<file path="src/rtl/edge_pulse_meter.sv">
// Measures high time and period of a signal from its edge pulses.
// Ports: clk, rst, en, pos/neg_edge_in; m_valid/m_ready result port
// carrying m_high, m_period, m_sat; overrun and proto_err pulses.
module edge_pulse_meter #(
  parameter int CNT_W = 16
) (
  input  logic             clk,
  input  logic             rst,
  input  logic             en,
  input  logic             pos_edge_in,
  input  logic             neg_edge_in,
  output logic             m_valid,
  input  logic             m_ready,
  output logic [CNT_W-1:0] m_high,
  output logic [CNT_W-1:0] m_period,
  output logic             m_sat,
  output logic             overrun,
  output logic             proto_err
);

  typedef enum logic [1:0] {
    IDLE,
    HIGH,
    LOW
  } state_t;

  localparam logic [CNT_W-1:0] CNT_MAX = '1;
  localparam logic [CNT_W-1:0] CNT_ONE =
    {{(CNT_W-1){1'b0}}, 1'b1};

  state_t           state;
  logic [CNT_W-1:0] cnt;
  logic [CNT_W-1:0] high_lat;
  logic             sat;

  logic             both;
  logic             done;
  logic             xfer;
  logic [CNT_W-1:0] cnt_inc;
  logic             cnt_hit;

  assign both    = pos_edge_in & neg_edge_in;
  assign done    = en && !both &&
                   (state == LOW) && pos_edge_in;
  assign xfer    = m_valid && m_ready;
  assign cnt_inc = (cnt == CNT_MAX) ? cnt
                                    : cnt + CNT_ONE;
  // sat marks the cycle the counter reaches its top
  assign cnt_hit = (cnt_inc == CNT_MAX);

  always_ff @(posedge clk or posedge rst) begin
    if (rst) begin
      state     <= IDLE;
      cnt       <= '0;
      high_lat  <= '0;
      sat       <= 1'b0;
      m_valid   <= 1'b0;
      m_high    <= '0;
      m_period  <= '0;
      m_sat     <= 1'b0;
      overrun   <= 1'b0;
      proto_err <= 1'b0;
    end else begin
      proto_err <= both;
      overrun   <= 1'b0;

      if (!en || both) begin
        state <= IDLE;
      end else begin
        unique case (state)
          IDLE: begin
            if (pos_edge_in) begin
              state <= HIGH;
              cnt   <= CNT_ONE;
              sat   <= 1'b0;
            end
          end
          HIGH: begin
            if (pos_edge_in) begin
              // neg was missed: restart from this rise
              cnt <= CNT_ONE;
              sat <= 1'b0;
            end else begin
              if (neg_edge_in) begin
                high_lat <= cnt;
                state    <= LOW;
              end
              cnt <= cnt_inc;
              if (cnt_hit) sat <= 1'b1;
            end
          end
          LOW: begin
            if (pos_edge_in) begin
              cnt   <= CNT_ONE;
              sat   <= 1'b0;
              state <= HIGH;
            end else begin
              cnt <= cnt_inc;
              if (cnt_hit) sat <= 1'b1;
            end
          end
          default: state <= IDLE;
        endcase
      end

      // one-entry result buffer
      if (done) begin
        if (!m_valid || m_ready) begin
          m_valid  <= 1'b1;
          m_high   <= high_lat;
          m_period <= cnt;
          m_sat    <= sat;
        end else begin
          overrun <= 1'b1;
        end
      end else if (xfer) begin
        m_valid <= 1'b0;
      end
    end
  end

endmodule

</file>
<file path="config.mk">
export PLATFORM = sky130hd
export DESIGN_NAME = edge_pulse_meter
export DESIGN_NICKNAME = d
export VERILOG_FILES = /design/src/rtl/edge_pulse_meter.sv
export SDC_FILE = /design/constraint.sdc
export NUM_CORES = 1
export LEC_CHECK = 0
export ABC_AREA = 1
export CORE_MARGIN = 2
export CORE_UTILIZATION = 45
export DETAILED_ROUTE_END_ITERATION = 6
export PLACE_DENSITY = 0.75
export SETUP_SLACK_MARGIN = 0.3
export SLEW_MARGIN = 5
export SYNTH_ARGS = -nofsm -noshare
export SYNTH_HDL_FRONTEND = slang
export SYNTH_SLANG_ARGS = --single-unit
</file>
<file path="constraint.sdc">
create_clock -name clk -period 2.4 [get_ports clk]
set_input_delay 0.24 -clock clk [delete_from_list [all_inputs] [get_ports clk]]
set_output_delay 0.24 -clock clk [all_outputs]
set_load 0.05 [all_outputs]
</file>
==> key figures, run 1 <==
Yosys
  – Synth Cell Area: 3250 sq um
  – Avg Cell Area, Syn: 9.08 sq um
  – Net count after synthesis: 370
  – Number of distinct library cells after synthesis: 26
  – Sequential fraction of the synthesis area: 54.6%
  – Post-Synth Adder-Cell Area: 2.31%
  – Synth Instances: around 360
  – Xor/xnor share of the synthesized area: 1.08%
  – Post-synth EDFFs: 0
  – Multiplexer share of the synthesized area: 5.54%
  – Combinational family with the most area after synthesis: simple AND/OR/NAND/NOR gates
  – Share of flip-flops with an asynchronous set or reset: 100%
  – Basic-gate share of the synthesized area counting and, or, nand and nor cells: 19.9%
  – Yosys warning total: 0
  – Total of flip-flops plus latches after synthesis: 71
  – Most common flop cell mapped by yosys: sky130_fd_sc_hd__dfrtp_1
  – Synthesized-area fraction occupied by ao, oa, aoi and oai cells: 11.4%

Drt
  – Number of DRC markers in iteration 0: about 220
  – Total routed wirelength: 7020 microns
  – Number of vias per cell: 5.13
  – Number of detailed-routing iterations run before antenna repair: 5
  – Total vias in the final route: 2,584
  – Drt drc: 0
  – Antenna-violating nets left: 0
  – Routed len/inst: roughly 14 microns

Final layout
  – Top library cells by usage in the layout, fill and taps aside: 97 x sky130_fd_sc_hd__nand2_1, 71 x sky130_fd_sc_hd__dfrtp_1, 54 x sky130_fd_sc_hd__o21ai_0
  – Share of layout cells above drive strength 1: 12.3%
  – Final design utilization: 57.6%
  – Flip-flop and latch area: 1780 sq um
  – Antenna cell count: 0
  – Area growth from synthesis to layout: 22.4%
  – Filler instances: 609
  – Combined area of the multi-input logic cells: 1310 sq um
  – Leading cell type in the layout, fill and taps excluded: sky130_fd_sc_hd__nand2_1
  – # nets final: between 400 and 500

Global route
  – Global Route met1 Usage: a little over a quarter
  – Wire length of the first global-routing pass: 11,900 microns
  – Final global-route overflow total: 0
  – Antenna violations before repair: 0
  – Number of global-route vias before repair: 2,464
  – Overall global routing resource usage: 19.5%
  – Layer with the highest usage: met2
  – Largest net degree at the start of global routing: 49
  – Met2 layer usage reported by global route: 30.3%
  – Met3 Use GR: roughly 3.0%

Job
  – Number of violations of the max-capacitance limit: 0

Place
  – Count of buffers from port buffering: 41
  – Placer Congestion: ~0.96
  – Half-perimeter wire length after detailed placement: 5150 microns

CTS
  – Clock-pin slew of the registers on the worst-case setup and hold paths: ~0.080 ns
  – Cells resized by post-CTS repair: 0
  – Num Clock Sinks: 71
  – Number of buffers added for setup after CTS: 0
  – Latest clock arrival within the worst-skew pair: 0.34 ns
  – Number of buffers added by the clock tree synthesis step: 9
  – H-tree depth: 3
  – Clock root buffer: sky130_fd_sc_hd__clkbuf_8
  – TritonCTS clock tree: yes
  – Bufs on Longest Clock Path: 2
  – Hold bufs inserted after CTS: 0

Floorplan
  – Die boundary height: 89.0 microns
  – Starting density of the core: a little under half
  – Die X-Extent: just under 90 microns
  – Site Rows: 30
  – I/O pin count: 42
  – Core outline area: approximately 7000 sq um
  – Total die area: 7920 sq um

Pwr
  – Peak supply drop: 0.000252 V
  – Static power due to leakage: around 0.0018 uW
  – Power density cells: about 730 nW/um^2
  – Total power: 2910 uW

STA
  – Period minus WS final: 1.95 ns
  – Worst slew pin tran: 0.521 ns
  – Number of max-slew violations in the final report: 0
  – Fraction of the cycle the final worst path needs: 81.2%
  – RSZ-0062 raised after global routing: no
  – Final Skew: 0.0144 ns
  – Achievable clock frequency: 0.513 GHz
  – Setup Viol. Count Final: 0
  – Max-Slew Margin vs Limit: 65.2%
  – Final hold violation count: 0
  – TNS Setup: 0 ns

Critical path
  – Critical Path End Type: flop
  – Worst Path Arrival: 2.20 ns
  – Data required time at the worst endpoint: 2.65 ns
  – CP startpoint kind: flop
  – Max FO, Critical Path: 8
  – Worst Path Class, Setup: reg2reg

Run status
  – Run status: finished, final reports clean

Worst hold path
  – Type of the most critical hold path: in2async
## state kept, by name (all words and copies together), names as in the netlist
| name | count |
|---|---|
| m_valid | 1 |
| proto_err | 1 |
| high_lat | 16 |
| m_period | 16 |
| sat | 1 |
| m_high | 16 |
| m_sat | 1 |
| state | 2 |
| cnt | 16 |
| overrun | 1 |
## cells in the mapped netlist, drive strengths merged, types with 2 or more instances
cell type / n / area share, %
inv: 31 / 3.7
nand2: 103 / 13
ha: 6 / 2.3
a21oi: 8 / 1.3
o22ai: 5 / 0.96
buf: 2 / 0.50
o21ai: 54 / 8.3
clkbuf: 9 / 1.0
xor2: 4 / 1.1
nand4: 7 / 1.3
mux2: 16 / 5.5
nand3: 13 / 2.0
dfrtp: 71 / 55
nor2: 25 / 3.8
## area by class of cell
type	count	share of cell area, %
multi-input combinational	245	32.8
clock inverter	6	1.57
sequential	71	44.6
timing repair buffer	46	11.9
clock buffer	9	3.11
tap	96	3.02
inverter	31	2.99
## path summary, 6_finish.rpt
check,from,end,slack [ns],cells after the start
min,rst,m_high[11]$_DFFE_PP0P_,0.23,2
min reg2reg,m_period[3]$_DFFE_PP0P_,m_period[3]$_DFFE_PP0P_,0.48,2
min in group clk,m_period[3]$_DFFE_PP0P_,m_period[3]$_DFFE_PP0P_,0.48,2
max in group asynchronous,rst,m_high[10]$_DFFE_PP0P_,1.53,3
max reg2reg,state[0]$_DFFE_PP0P_,cnt[2]$_DFFE_PP0P_,0.45,7
max,state[0]$_DFFE_PP0P_,cnt[2]$_DFFE_PP0P_,0.45,7
## per-stage QoR
stage                     std cells  setup slack [ns]  hold WS, ns  area, sq um
final                           504             0.450        0.226         3980
after global routing            504             0.327        0.265         3980
after detailed placement        489             0.391        0.472         3790
after global placement          489             0.461        0.462         3790
after CTS                       504             0.470        0.239         3980
after floorplan                 358             0.363        0.369         3250
## routing by layer
layer | routed length, microns | up-vias
met2 | 3320 | 87
li1 | - | 1269
met1 | 3290 | 1217
met4 | 84 | 0
met5 | 0 | -
met3 | 329 | 11
## cells by family after synthesis
group / count (synthesis)
adders and majority gates: 6
buffers and inverters: 42
muxes: 16
and+or+nand+nor: 149
DFF: 71
xor gates and xnor gates: 4
AOI/OAI and AO/OA: 70
## worst max-delay path, stage by stage (launching register included)
cell                      delay, ns
sky130_fd_sc_hd__dfrtp_1       0.42
sky130_fd_sc_hd__inv_1         0.09
sky130_fd_sc_hd__ha_1          0.22
sky130_fd_sc_hd__a21oi_1       0.16
sky130_fd_sc_hd__nand2_1       0.13
sky130_fd_sc_hd__nor2_1        0.43
sky130_fd_sc_hd__inv_1         0.20
sky130_fd_sc_hd__o22ai_1       0.21
## where the power goes
| group | internal (uW) | switching (uW) | total, uW | leakage [uW] |
|---|---|---|---|---|
| clock network | 472 | 438 | 910 | 0.0000988 |
| registers | 1310 | 81.3 | 1400 | 0.000976 |
| logic | 208 | 400 | 608 | 0.000766 |
No activity file was read; power rests on OpenSTA's default activity.
==> run 2: changes to the inputs <==
- PLACE_DENSITY: 0.75 -> 0.78
- clock period: 2.4 -> 1.65 ns (I/O delays scaled with it)
==> run 2 against run 1 <==
Effect of this change:
- the run now ends with DRC, setup timing left
- flip-flop and latch count stayed put
- critical path depth is 3 higher
- via count is 43% higher
- global-route usage is 8.0 points higher
- largest power group unchanged
- highest routed layer unchanged
==> key figures, run 2 (synthesized netlist as in run 1, its figures left out) <==
Critical path
  – Critical Path End Type: flop (unchanged)
  – Cell mode on critical path: sky130_fd_sc_hd__nand2_1 (was sky130_fd_sc_hd__inv_1)
  – Worst Path Class, Setup: reg2reg (unchanged)
  – Largest stage delay on the critical path: 0.47 ns (was 0.43 ns)
  – CP cell instances: nand2_2 > nor2_4 > nand3_1 > nand2_2 > nand2_1 > o21ai_1 > nand2_1 > nor2_2 > nand2_1 > a21oi_2 (was inv_1 > ha_1 > a21oi_1 > nand2_1 > nor2_1 > inv_1 > o22ai_1)
  – CP startpoint kind: flop (unchanged)
  – Max FO, Critical Path: 4 (was 8)
  – Worst Path Arrival: 2.45 ns (was 2.20 ns)
  – Cell with the largest stage delay on the worst path: sky130_fd_sc_hd__dfrtp_1 (was sky130_fd_sc_hd__nor2_1)
  – Data required time at the worst endpoint: 1.95 ns (was 2.65 ns)

Pwr
  – Static power due to leakage: 0.00255 uW (was 0.00184 uW)
  – Power density cells: 973 nW/um^2 (was 732 nW/um^2)
  – Peak supply drop: 0.000727 V (was 0.000252 V)

STA
  – Max-Slew Margin vs Limit: 70.6% (was 65.2%)
  – Period minus WS final: 2.15 ns (was 1.95 ns)
  – Setup slack after layout: -0.503 ns (was 0.450 ns)
  – Fraction of the cycle the final worst path needs: 131% (was 81.2%)
  – Final Skew: 0.0195 ns (was 0.0144 ns)
  – Final hold violation count: 0 (unchanged)
  – Worst slew pin tran: 0.440 ns (was 0.521 ns)
  – Number of max-slew violations in the final report: 0 (unchanged)
  – RSZ-0062 raised after global routing: yes (was no)
  – Achievable clock frequency: 0.464 GHz (was 0.513 GHz)
  – Setup Viol. Count Final: 15 (was 0)
  – TNS Setup: -1.52 ns (was 0 ns)

Job
  – Number of violations of the max-capacitance limit: 0 (unchanged)

Place
  – Half-perimeter wire length after detailed placement: 5030 microns (was 5150 microns)
  – Placed Instances: 501 (was 489)
  – Count of buffers from port buffering: 41 (unchanged)
  – Placer Congestion: 0.968 (was 0.960)

Drt
  – Total vias in the final route: 3,691 (was 2,584)
  – Total routed wirelength: 15,300 microns (was 7020 microns)
  – Drt drc: 28 (was 0)
  – Number of detailed-routing iterations run before antenna repair: 7 (was 5)
  – Number of vias per cell: 6.61 (was 5.13)
  – Number of DRC markers in iteration 0: 686 (was 216)
  – Antenna-violating nets left: 0 (unchanged)
  – Routed len/inst: 27.4 microns (was 13.9 microns)

Global route
  – Final global-route overflow total: 0 (unchanged)
  – Number of global-route vias before repair: 3,226 (was 2,464)
  – Largest net degree at the start of global routing: 72 (was 49)
  – Overall global routing resource usage: 27.5% (was 19.5%)
  – Antenna violations before repair: 0 (unchanged)
  – Wire length of the first global-routing pass: 16,300 microns (was 11,900 microns)

Floorplan
  – Starting density of the core: 47.1% (unchanged)
  – Total die area: 7920 sq um (unchanged)
  – I/O pin count: 42 (unchanged)
  – Core outline area: 6910 sq um (unchanged)
  – Site Rows: 30 (unchanged)
  – Die boundary height: 89.0 microns (unchanged)
  – Die X-Extent: 89.0 microns (unchanged)

Final layout
  – Area growth from synthesis to layout: 63.2% (was 22.4%)
  – Share of layout cells above drive strength 1: 56.1% (was 12.3%)
  – # nets final: 470 (was 416)
  – Antenna cell count: 0 (unchanged)
  – Leading cell type in the layout, fill and taps excluded: sky130_fd_sc_hd__dfrtp_1 (was sky130_fd_sc_hd__nand2_1)
  – Top library cells by usage in the layout, fill and taps aside: 70 x sky130_fd_sc_hd__dfrtp_1, 46 x sky130_fd_sc_hd__nand2_1, 44 x sky130_fd_sc_hd__buf_4 (was 97 x sky130_fd_sc_hd__nand2_1, 71 x sky130_fd_sc_hd__dfrtp_1, 54 x sky130_fd_sc_hd__o21ai_0)
  – Number of non-filler instances in the completed layout: 558 (was 504)

CTS
  – Bufs on Longest Clock Path: 2 (unchanged)
  – Clock root buffer: sky130_fd_sc_hd__clkbuf_8 (unchanged)
  – Clock-pin slew of the registers on the worst-case setup and hold paths: 0.10 ns (was 0.08 ns)
  – TritonCTS clock tree: yes (unchanged)
  – H-tree depth: 3 (unchanged)
  – Latest clock arrival within the worst-skew pair: 0.38 ns (was 0.34 ns)
  – Num Clock Sinks: 71 (unchanged)
  – Number of buffers added by the clock tree synthesis step: 9 (unchanged)
  – Hold bufs inserted after CTS: 0 (unchanged)

Worst hold path
  – Type of the most critical hold path: in2async (unchanged)

Run status
  – Violated checks: DRC, setup timing
  – Run status: finished, violations left (was finished, final reports clean)
run 2: cell count changes in the layout (fill, tap and decap cells not counted), sizes merged:
| cell | before | now |
|---|---|---|
| clkdlybuf4s50 | 41 | 5 |
| buf | 5 | 78 |
| clkinvlp | 0 | 1 |
| clkdlybuf4s15 | 0 | 10 |
| clkbuf | 9 | 16 |
| inv | 31 | 30 |
run 2: metrics by stage:
step	cell area, sq um	hold slack (ns)	util (%)	power, uW	setup WS [ns]
4_1_cts	4750	0.277	68.8	4590	-0.0662
2_1_floorplan	3330	0.294	-	2670	0.0164
3_5_place_dp	3890	0.469	56.4	3000	-0.0758
3_3_place_gp	3890	0.464	56.4	2980	-0.0183
5_1_grt	5310	0.293	76.8	5290	-0.524
6_report	5310	0.242	76.8	5160	-0.503
run 2: metal layers:
metal	vias up	share of wire, %	GRT usage [%]
met5	-	0	0
met3	171	12	7.57
met4	0	9.5	13.7
li1	1382	-	-
met1	1734	33	32.8
met2	404	45	45.8
run 2: what timing repair did:
action,CTS,global route
resized for setup,151,134
setup buffers,22,9
cloned,5,6
setup endpoints to repair,82,71
pin swaps,16,22
hold endpoints to repair,0,0
run 2: worst max-delay path, delay by kind of cell, from the launching register on:
family	cells	cell delay, ns
compound gates	2	0.45
flops	1	0.47
simple gates	8	1.14
run 2: final cells by class:
type                    instances  area [sq um]
flip-flops and latches         71          1780
repair buffers                100          1120
clock inverters                 6          62.6
clock buffers                   9           124
multi-input cells             245          1970
well taps                      96           120
inverters                      31           130
fillers                       324          1600
run 2: worst paths after layout:
| path | start | end | slack (ns) | depth (start not counted) |
|---|---|---|---|---|
| worst max-delay path | cnt[4]$_DFFE_PP0P_ | sat$_DFFE_PP0P_ | -0.50 | 10 |
| worst min-delay path | rst | cnt[6]$_DFFE_PP0P_ | 0.24 | 3 |
| worst max register to register | cnt[4]$_DFFE_PP0P_ | sat$_DFFE_PP0P_ | -0.50 | 10 |
| worst min register to register | m_period[13]$_DFFE_PP0P_ | m_period[13]$_DFFE_PP0P_ | 0.50 | 2 |
| max in group asynchronous | rst | cnt[1]$_DFFE_PP0P_ | 1.10 | 3 |
| min in group clk | m_period[13]$_DFFE_PP0P_ | m_period[13]$_DFFE_PP0P_ | 0.50 | 2 |
run 2: power by group:
group	leakage, uW	switching (uW)	internal [uW]
registers	0.000974	178	1910
clock network	0.0000988	799	689
logic	0.00148	935	653
total	0.00255	1910	3250
==> run 3: changes to the inputs <==
- SETUP_SLACK_MARGIN: 0.3 -> 0.5
==> run 3 against run 2 <==
Effect of this change:
- the run ends with setup timing left
- power increased by 3.4%
- sequential share of layout area up 0.18 points
- via count shrank 4.5%
- clock skew fell by 0.0024 ns
- sequential power about the same
- largest power group unchanged
- register-to-register slack gained 0.24 ns
- final cell count is 0.36% higher
- non-clock buffer count grew 1
==> key figures, run 3 (synthesized netlist as in run 1, its figures left out) <==
Run status
  – Run status: finished, violations left (unchanged)
  – Violated checks: setup timing (was DRC, setup timing)

Floorplan
  – Die X-Extent: 89.0 microns (unchanged)
  – Total die area: 7920 sq um (unchanged)
  – Die boundary height: 89.0 microns (unchanged)
  – Core outline area: 6910 sq um (unchanged)
  – Site Rows: 30 (unchanged)
  – I/O pin count: 42 (unchanged)
  – Starting density of the core: 47.1% (unchanged)

CTS
  – Num Clock Sinks: 71 (unchanged)
  – Latest clock arrival within the worst-skew pair: 0.36 ns (was 0.38 ns)
  – Hold bufs inserted after CTS: 0 (unchanged)
  – Number of buffers added by the clock tree synthesis step: 9 (unchanged)
  – H-tree depth: 3 (unchanged)
  – Clock root buffer: sky130_fd_sc_hd__clkbuf_8 (unchanged)
  – Bufs on Longest Clock Path: 2 (unchanged)
  – TritonCTS clock tree: yes (unchanged)
  – Clock-pin slew of the registers on the worst-case setup and hold paths: 0.09 ns (was 0.10 ns)

Critical path
  – Data required time at the worst endpoint: 1.94 ns (was 1.95 ns)
  – Worst Path Class, Setup: reg2reg (unchanged)
  – Worst Path Arrival: 2.21 ns (was 2.45 ns)
  – CP startpoint kind: flop (unchanged)
  – Reg-to-reg endpoint: sat$_DFFE_PP0P_ (unchanged)
  – Cell mode on critical path: sky130_fd_sc_hd__nand2_1 (unchanged)
  – Max FO, Critical Path: 10 (was 4)
  – CP startpoint: cnt[12]$_DFFE_PP0P_ (was cnt[4]$_DFFE_PP0P_)
  – Setup slack on the worst flop-to-flop path: -0.26 ns (was -0.50 ns)
  – FF-to-FF path depth: 10 (unchanged)
  – Largest stage delay on the critical path: 0.47 ns (about the same)
  – CP cell instances: nand2_1 > nor2_1 > nand2_2 > nor2_8 > inv_6 > o21ai_0 > nand2_1 > nor2_1 > nand2_1 > a21oi_2 (was nand2_2 > nor2_4 > nand3_1 > nand2_2 > nand2_1 > o21ai_1 > nand2_1 > nor2_2 > nand2_1 > a21oi_2)
  – Cell with the largest stage delay on the worst path: sky130_fd_sc_hd__dfrtp_1 (unchanged)
  – Start of the worst register-to-register path: cnt[12]$_DFFE_PP0P_ (was cnt[4]$_DFFE_PP0P_)
  – Critical Path End Type: flop (unchanged)
  – CP Capture Point: sat$_DFFE_PP0P_ (unchanged)

Drt
  – Antenna-violating nets left: 0 (unchanged)
  – Number of DRC markers in iteration 0: 634 (was 686)
  – Number of detailed-routing iterations run before antenna repair: 6 (was 7)
  – Drt drc: 0 (was 28)
  – Number of vias per cell: 6.29 (was 6.61)
  – Total routed wirelength: 13,400 microns (was 15,300 microns)
  – Routed len/inst: 23.9 microns (was 27.4 microns)
  – Total vias in the final route: 3,525 (was 3,691)

STA
  – Achievable clock frequency: 0.523 GHz (was 0.464 GHz)
  – RSZ-0062 raised after global routing: yes (unchanged)
  – TNS Setup: -0.677 ns (was -1.52 ns)
  – Setup slack after layout: -0.261 ns (was -0.503 ns)
  – Final hold violation count: 0 (unchanged)
  – Max-Slew Margin vs Limit: 68.6% (was 70.6%)
  – Fraction of the cycle the final worst path needs: 116% (was 131%)
  – Worst slew pin tran: 0.471 ns (was 0.440 ns)
  – Final Skew: 0.0171 ns (was 0.0195 ns)
  – Period minus WS final: 1.91 ns (was 2.15 ns)
  – Setup Viol. Count Final: 7 (was 15)
  – Number of max-slew violations in the final report: 0 (unchanged)

Pwr
  – Peak supply drop: 0.000553 V (was 0.000727 V)
  – Power density cells: 1010 nW/um^2 (was 973 nW/um^2)
  – Static power due to leakage: 0.00248 uW (was 0.00255 uW)

Global route
  – Wire length of the first global-routing pass: 15,200 microns (was 16,300 microns)
  – Number of global-route vias before repair: 2,961 (was 3,226)
  – Largest net degree at the start of global routing: 25 (was 72)
  – Antenna violations before repair: 0 (unchanged)
  – Final global-route overflow total: 0 (unchanged)
  – Overall global routing resource usage: 25.7% (was 27.5%)

Place
  – Cell area after placement: 4050 sq um (was 3890 sq um)
  – Count of buffers from port buffering: 41 (unchanged)
  – Placer Congestion: 0.961 (was 0.968)
  – Half-perimeter wire length after detailed placement: 5540 microns (was 5030 microns)

Final layout
  – Final std cell area, no fill: 5290 sq um (was 5310 sq um)
  – Top library cells by usage in the layout, fill and taps aside: 67 x sky130_fd_sc_hd__dfrtp_1, 51 x sky130_fd_sc_hd__nand2_1, 48 x sky130_fd_sc_hd__buf_4 (was 70 x sky130_fd_sc_hd__dfrtp_1, 46 x sky130_fd_sc_hd__nand2_1, 44 x sky130_fd_sc_hd__buf_4)
  – Combined area of the multi-input logic cells: 1940 sq um (was 1970 sq um)
  – # nets final: 471 (was 470)
  – Share of layout cells above drive strength 1: 55.4% (was 56.1%)
  – Leading cell type in the layout, fill and taps excluded: sky130_fd_sc_hd__dfrtp_1 (unchanged)
  – Antenna cell count: 0 (unchanged)
  – Area growth from synthesis to layout: 62.7% (was 63.2%)
  – Filler instances: 340 (was 324)
  – Flip-flop and latch area: 1780 sq um (about the same)

Worst hold path
  – Type of the most critical hold path: in2async (unchanged)

Job
  – Number of violations of the max-capacitance limit: 0 (unchanged)
==> run 3: cell types whose count changed in the layout (fill, tap and decap cells not counted), sizes merged <==
cell and delta:
bufinv +1, clkdlybuf4s15 -10, clkbuf +4, inv +1
clkinv -4, buf +8, clkinvlp +2
==> run 3: cell type report <==
type	count	share of cell area, %
inverter	31	2.51
tap	96	2.27
clock buffer	10	2.60
timing repair buffer	101	20.5
clock inverter	6	1.75
multi-input combinational	245	36.7
sequential	71	33.7
==> run 3: worst min path at each step <==
stage / from / to / slack, ns / depth (start not counted)
CTS: rst / m_high[5]$_DFFE_PP0P_ / 0.20 / 2
floorplan: neg_edge_in / proto_err$_DFF_PP0_ / 0.29 / 2
detailed placement: m_period[0]$_DFFE_PP0P_ / m_period[0]$_DFFE_PP0P_ / 0.48 / 2
global route: rst / high_lat[3]$_DFFE_PP0P_ / 0.19 / 2
finish: rst / high_lat[3]$_DFFE_PP0P_ / 0.17 / 2
global placement: high_lat[4]$_DFFE_PP0P_ / high_lat[4]$_DFFE_PP0P_ / 0.47 / 2
==> run 3: power by group <==
part | total (uW) | internal (uW) | switching (uW)
combinational | 1570 | 662 | 911
clock | 1660 | 901 | 757
sequential | 2110 | 1910 | 196
==> run 3: worst max-delay path: cells and delay by family (launching register included) <==
kind | cells | cell delay [ns]
compound gates | 2 | 0.23
flops | 1 | 0.47
buf+inv | 1 | 0.09
simple gates | 7 | 1.06
==> run 3: timing repair <==
| action | CTS | global route |
|---|---|---|
| endpoints found under the setup margin | 84 | 79 |
| endpoints found under the hold margin | 0 | 0 |
| gates cloned | 7 | 1 |
| pin swaps | 14 | 8 |
| setup buffers | 12 | 10 |
| gates resized for setup | 171 | 119 |
==> run 3: through the flow <==
step                      cells  utilization [%]  hold WS, ns  total power [uW]  setup slack [ns]
final                       560             76.6        0.175              5340            -0.261
after global routing        560             76.6        0.193              5490            -0.338
after CTS                   549             69.1        0.196              4880            0.0225
after detailed placement    514             58.6        0.478              3110           -0.0272
after global placement      514             58.6        0.469              3070            0.0301
after floorplan             358                -        0.294              2740            0.0164
==> run 3: routing by layer <==
layer	track usage [%]	share of wire, %	routed length [microns]	up-vias
li1	-	-	-	1380
met1	32.9	35	4650	1693
met4	6.92	7.7	1030	0
met5	0	0	0	-
met2	44.7	48	6460	338
met3	5.36	9.3	1250	114
